--- src/rtl/dma_priority_arbiter.sv ---
// dma_priority_arbiter
//   Four-channel DMA request arbiter with a DREQ synchronizer, mask and
//   software-request registers, fixed or rotating priority, and an
//   IDLE/PENDING/ACTIVE grant sequence driven by hold acknowledge.
//
// Ports
//   Clock, Reset, MasterClear   : clock; synchronous active-high clears
//   DREQ[3:0]                   : raw asynchronous channel requests
//   CommandReg[7:0]             : [2] disable, [4] rotate, [6] DREQ low, [7] DACK high
//   AutoInit[3:0]               : per-channel autoinitialize enable
//   MaskLoad/MaskData           : write all mask bits
//   ClearMask                   : clear all mask bits
//   SingleMaskLoad/SingleMaskData : [1:0] channel, [2] set/clear one mask bit
//   ReqRegLoad/ReqRegData       : [1:0] channel, [2] set/clear software request
//   Hlda                        : hold acknowledge
//   ServiceDone, TCReached[3:0] : end-of-service pulse and terminal counts
//   ReqID, ValidReqID           : winning channel and qualifier
//   DACK[3:0]                   : channel acknowledges (polarity CommandReg[7])
//   MaskReg, ReqStatus          : mask bits and effective requests
module dma_priority_arbiter #(
  parameter int unsigned SYNC_STAGES = 2
) (
  input  logic       Clock,
  input  logic       Reset,
  input  logic       MasterClear,
  input  logic [3:0] DREQ,
  input  logic [7:0] CommandReg,
  input  logic [3:0] AutoInit,
  input  logic       MaskLoad,
  input  logic [3:0] MaskData,
  input  logic       ClearMask,
  input  logic       SingleMaskLoad,
  input  logic [2:0] SingleMaskData,
  input  logic       ReqRegLoad,
  input  logic [2:0] ReqRegData,
  input  logic       Hlda,
  input  logic       ServiceDone,
  input  logic [3:0] TCReached,
  output logic [1:0] ReqID,
  output logic       ValidReqID,
  output logic [3:0] DACK,
  output logic [3:0] MaskReg,
  output logic [3:0] ReqStatus
);

  typedef enum logic [1:0] {IDLE, PENDING, ACTIVE} state_e;

  state_e     state_q, state_d;
  logic [3:0] sync_q [SYNC_STAGES];
  logic [3:0] sync_d [SYNC_STAGES];
  logic [1:0] req_id_q, req_id_d;
  logic       valid_q, valid_d;
  logic [1:0] last_q, last_d;
  logic [3:0] sw_q, sw_d;
  logic [3:0] mask_q, mask_d;

  logic       clr;
  logic [3:0] sreq;
  logic [3:0] eff_req;
  logic [1:0] base;
  logic [1:0] cand;
  logic [1:0] win;
  logic       found;
  logic       tc_mask;
  logic [3:0] dack_act;
  logic       unused_cmd;

  assign clr        = Reset | MasterClear;
  assign unused_cmd = ^{CommandReg[5], CommandReg[3], CommandReg[1:0]};

  always_comb begin
    sync_d[0] = DREQ;
    for (int unsigned i = 1; i < SYNC_STAGES; i++) begin
      sync_d[i] = sync_q[i-1];
    end
  end

  assign sreq    = sync_q[SYNC_STAGES-1] ^ {4{CommandReg[6]}};
  assign eff_req = (sreq & ~mask_q) | sw_q;

  // Scan four candidates starting at base; 2-bit wrap gives the rotation.
  always_comb begin
    base  = CommandReg[4] ? last_q + 2'd1 : 2'd0;
    win   = base;
    found = 1'b0;
    cand  = base;
    for (int unsigned k = 0; k < 4; k++) begin
      cand = base + 2'(k);
      if (!found && eff_req[cand]) begin
        win   = cand;
        found = 1'b1;
      end
    end
  end

  always_comb begin
    state_d  = state_q;
    req_id_d = req_id_q;
    valid_d  = valid_q;
    last_d   = last_q;
    sw_d     = sw_q;
    tc_mask  = 1'b0;

    if (CommandReg[2]) begin
      state_d = IDLE;
      valid_d = 1'b0;
    end else begin
      case (state_q)
        IDLE: begin
          if (|eff_req) begin
            req_id_d = win;
            valid_d  = 1'b1;
            state_d  = PENDING;
          end
        end
        PENDING: begin
          if (!eff_req[req_id_q]) begin
            state_d = IDLE;
            valid_d = 1'b0;
          end else if (Hlda) begin
            state_d = ACTIVE;
          end
        end
        ACTIVE: begin
          if (ServiceDone) begin
            state_d          = IDLE;
            valid_d          = 1'b0;
            last_d           = req_id_q;
            sw_d[req_id_q]   = 1'b0;
            tc_mask          = TCReached[req_id_q] & ~AutoInit[req_id_q];
          end else if (!Hlda) begin
            state_d = IDLE;
            valid_d = 1'b0;
          end
        end
        default: begin
          state_d = IDLE;
          valid_d = 1'b0;
        end
      endcase
    end

    if (ReqRegLoad) begin
      sw_d[ReqRegData[1:0]] = ReqRegData[2];
    end

    // Single-bit load is applied after the TC auto-mask so it wins on the
    // same channel, while both land when the channels differ.
    if (ClearMask) begin
      mask_d = '0;
    end else if (MaskLoad) begin
      mask_d = MaskData;
    end else begin
      mask_d = mask_q;
      if (tc_mask) begin
        mask_d[req_id_q] = 1'b1;
      end
      if (SingleMaskLoad) begin
        mask_d[SingleMaskData[1:0]] = SingleMaskData[2];
      end
    end
  end

  always_ff @(posedge Clock) begin
    if (clr) begin
      state_q  <= IDLE;
      req_id_q <= '0;
      valid_q  <= 1'b0;
      last_q   <= 2'd3;
      sw_q     <= '0;
      mask_q   <= '1;
      for (int unsigned i = 0; i < SYNC_STAGES; i++) begin
        sync_q[i] <= '0;
      end
    end else begin
      state_q  <= state_d;
      req_id_q <= req_id_d;
      valid_q  <= valid_d;
      last_q   <= last_d;
      sw_q     <= sw_d;
      mask_q   <= mask_d;
      for (int unsigned i = 0; i < SYNC_STAGES; i++) begin
        sync_q[i] <= sync_d[i];
      end
    end
  end

  always_comb begin
    dack_act = '0;
    if (state_q == ACTIVE) begin
      dack_act[req_id_q] = 1'b1;
    end
  end

  assign DACK       = CommandReg[7] ? dack_act : ~dack_act;
  assign ReqID      = req_id_q;
  assign ValidReqID = valid_q;
  assign MaskReg    = mask_q;
  assign ReqStatus  = eff_req;

endmodule
--- config.mk ---
export PLATFORM = sky130hd
export DESIGN_NAME = dma_priority_arbiter
export DESIGN_NICKNAME = d
export VERILOG_FILES = /design/src/rtl/dma_priority_arbiter.sv
export SDC_FILE = /design/constraint.sdc
export NUM_CORES = 1
export LEC_CHECK = 0
export CAP_MARGIN = 10
export CORE_ASPECT_RATIO = 0.7
export CORE_MARGIN = 3
export CORE_UTILIZATION = 25
export CTS_BUF_LIST = sky130_fd_sc_hd__clkbuf_4 sky130_fd_sc_hd__clkbuf_8
export CTS_CLUSTER_SIZE = 8
export DETAILED_ROUTE_END_ITERATION = 12
export GPL_ROUTABILITY_DRIVEN = 0
export PLACE_DENSITY = 0.53
export RECOVER_POWER = 50
export SLEW_MARGIN = 20
export SYNTH_ARGS = -nofsm -noshare
export SYNTH_HDL_FRONTEND = slang
export SYNTH_SLANG_ARGS = --single-unit
--- constraint.sdc ---
create_clock -name Clock -period 2.9 [get_ports Clock]
set_clock_uncertainty 0.1 [all_clocks]
set_input_delay 0.29 -clock Clock [delete_from_list [all_inputs] [get_ports Clock]]
set_output_delay 0.29 -clock Clock [all_outputs]
set_load 0.05 [all_outputs]
==> summary.txt <==
Worst-Skew Late Latency - 0.26 ns
Final-layout fill cell count - 596
Most common cell after layout, fill and taps aside - clkdlybuf4s50_1
Via density - 4.92
Drt pass-1 iters - 4
Routed wire length - 4.40 mm
Seq cells post-synth - 23
Reg2reg start - sync_q[0][5]$_SDFF_PP0_
Number of global-route vias before repair - 1432
WP data arrival - 2.30 ns
PostCTS Resize Cnt - 0
Clk sinks - 23
Die ar. - 7010 um^2
H-Tree Depth - 1
Final WS setup - 0.206 ns
Final hold violation count - 0
Crit. End Element - primary output
Post-CTS Setup Bufs - 0
Multiplexer share of the synthesized area - 0.0631
Nets - 272
Setup violators final - 0
Final Util - 0.384
HPWL Detailed - 3.52 mm
Die X - 98.8 um
Slew of the pin with the lowest slew margin - 0.588 ns
Antenna-violating nets left - 0
Critical path class - in -> out
Root Buffer - clkbuf_8
Commonest non-fill, non-tap cells in the layout - 40 x clkdlybuf4s50_1, 23 x dfxtp_1, 14 x nor2_1
# diodes - 0
Post-synth EDFFs - 0
Residual DRC count - 0
Worst Path Max Fanout - 7
Cell area after synthesis - 1510 um^2
Core box area - 5530 um^2
Post-Synth Simple-Gate Area - 0.254
R2R depth - 7
Post-route clock period utilization - 0.929
Syn nets - 222
Syn avg cell area - 8.24 um^2
Non-Filler Instances - 304
Max Freq - 0.371 GHz
Type of origin of the critical path - input port
Setup_tns - 0 ns
Sequential cell area fraction in the yosys report - 0.305
Layout cells sized above 1 - 0.103
Pwr Density - 343 nW/um^2
R2R Setup Slk - 0.71 ns
Worst Path Required - 2.51 ns
Largest net degree at the start of global routing - 16
# Max-Cap Violations - 0
First-pass GRT wire length - 7.45 mm
Row cnt - 22
DR WL/cell - 14.5 um
Total grt overflow - 0
Initial antenna violation count - 0
LEAKAGE - 0.000762 uW
CTS max path bufs - 2
Placed cells - 300
Num ports - 54
Initial Util - 0.273
Dpl ws - 0.128 ns
Vias - 1496
Synth Flop Type - dfxtp_1
Unrepaired setup endpoints after global routing - false
Crit path from - CommandReg[6]
Die height - 71.0 um
Hold path startpoint - sync_q[0][0]$_SDFF_PP0_
Worst r2r dst - ReqID[0]$_SDFFE_PP0P_
Cells after Synth - 183
Overall power - 728 uW
Largest family of logic cells by synthesized area - compound AO/OA/AOI/OAI gates
Synth Area in XOR/XNOR - 0.0523
CTS tree - done
Fraction of the mapped netlist area in compound gates - 0.256
Yosys Warn Count - 0
Clk pin slew, worst setup/hold paths - 0.08 ns
Worst relative slew slack - 0.608
DR iter-0 viols - 83
Global Route Usage Sum - 0.131
Hold Path Class - reg -> reg
Adder-cell share of the synthesized area - 0
Async S/R FF share, synth - 0
Area delta synth->final - 40.8%
IO Port Bufs - 49
Hold_buf cts - 0
TritonCTS Buffers - 3
Crit path to - ReqStatus[1]
Yosys cell types - 51
Fin crit period - 2.69 ns
Worst vdd ir - 0.000126 V
Fin. max-slew vios - 0
Status - complete, no violations
## critical path, cell delays in order
cell             delay (ns)
clkdlybuf4s50_1        0.51
xor2_1                 0.22
a21oi_1                0.33
clkinv_2               0.20
clkdlybuf4s50_1        0.75
## metal layers
metal	part of all wire	up-vias	wire (um)	global-route usage
met5	0	-	0	0
met4	0.0032	0	14	0.0182
met3	0.090	2	398	0.0483
met2	0.37	56	1630	0.173
met1	0.54	673	2360	0.202
li1	-	765	-	-
## sequential cells by signal, indices dropped and copies added (netlist names)
register	flops
MaskReg	4
state_q	2
ReqID	2
last_q	2
sync_q	8
sw_q	4
ValidReqID	1
## metrics by stage
stage               hold WS [ns]  cell area, um^2
global route               0.352             2120
floorplan                  0.268             1510
finish                     0.329             2120
global placement           0.309             2080
CTS                        0.331             2130
detailed placement         0.311             2080
## synth_stat cells, types with 2 or more instances
| cell type | number | share of area |
|---|---|---|
| nor2b_1 | 3 | 0.012 |
| nor2_1 | 14 | 0.035 |
| mux4_2 | 2 | 0.030 |
| nand3_1 | 4 | 0.013 |
| nor3b_1 | 4 | 0.020 |
| nor4_1 | 4 | 0.017 |
| nand3b_1 | 2 | 0.010 |
| or4b_1 | 2 | 0.013 |
| clkbuf_1 | 8 | 0.020 |
| a31oi_1 | 3 | 0.012 |
| o21ba_4 | 2 | 0.022 |
| and2_1 | 8 | 0.033 |
| or2_2 | 2 | 0.0083 |
| clkinv_4 | 2 | 0.012 |
| nand2_1 | 12 | 0.030 |
| a211o_1 | 2 | 0.012 |
| a311oi_1 | 2 | 0.012 |
| a21oi_1 | 12 | 0.040 |
| nor3_1 | 5 | 0.017 |
| xor2_1 | 3 | 0.017 |
| o21ai_0 | 6 | 0.020 |
| xnor2_1 | 6 | 0.035 |
| mux2i_1 | 5 | 0.033 |
| o21ai_1 | 4 | 0.013 |
| a21boi_0 | 2 | 0.010 |
| o211ai_1 | 4 | 0.020 |
| dfxtp_1 | 23 | 0.31 |
| a2bb2oi_1 | 2 | 0.012 |
| nand2b_1 | 3 | 0.012 |
| a211oi_1 | 3 | 0.015 |
| inv_1 | 9 | 0.022 |
## how the worst min path moves through the flow
stage	endpoint	cells past startpoint
finish	sync_q[0][4]$_SDFF_PP0_	1
global placement	sync_q[0][5]$_SDFF_PP0_	1
CTS	sync_q[0][6]$_SDFF_PP0_	1
floorplan	state_q[1]$_SDFFE_PP0P_	1
detailed placement	sync_q[0][6]$_SDFF_PP0_	1
global route	sync_q[0][4]$_SDFF_PP0_	1
## report_power, final
part           switching, uW  internal (uW)  total (uW)
registers               7.99            324         332
logic                    101           93.6         195
clock network            105           95.9         201
total                    214            514         728
## cell families after synthesis
logic type | count (synthesis)
buf+inv | 23
simple gates | 68
flops | 23
compound gates | 53
xor+xnor | 9
mux | 7
## area by class of cell
type / count / area (um^2) / area share
flip-flops and latches: 23 / 460 / 0.217
well taps: 72 / 90.1 / 0.0424
clock buffers: 3 / 41.3 / 0.0194
clock inverters: 1 / 5.00 / 0.00236
inverters: 13 / 62.6 / 0.0295
repair buffers: 55 / 520 / 0.245
multi-input cells: 137 / 943 / 0.444
(Power assumes the default switching activity.)
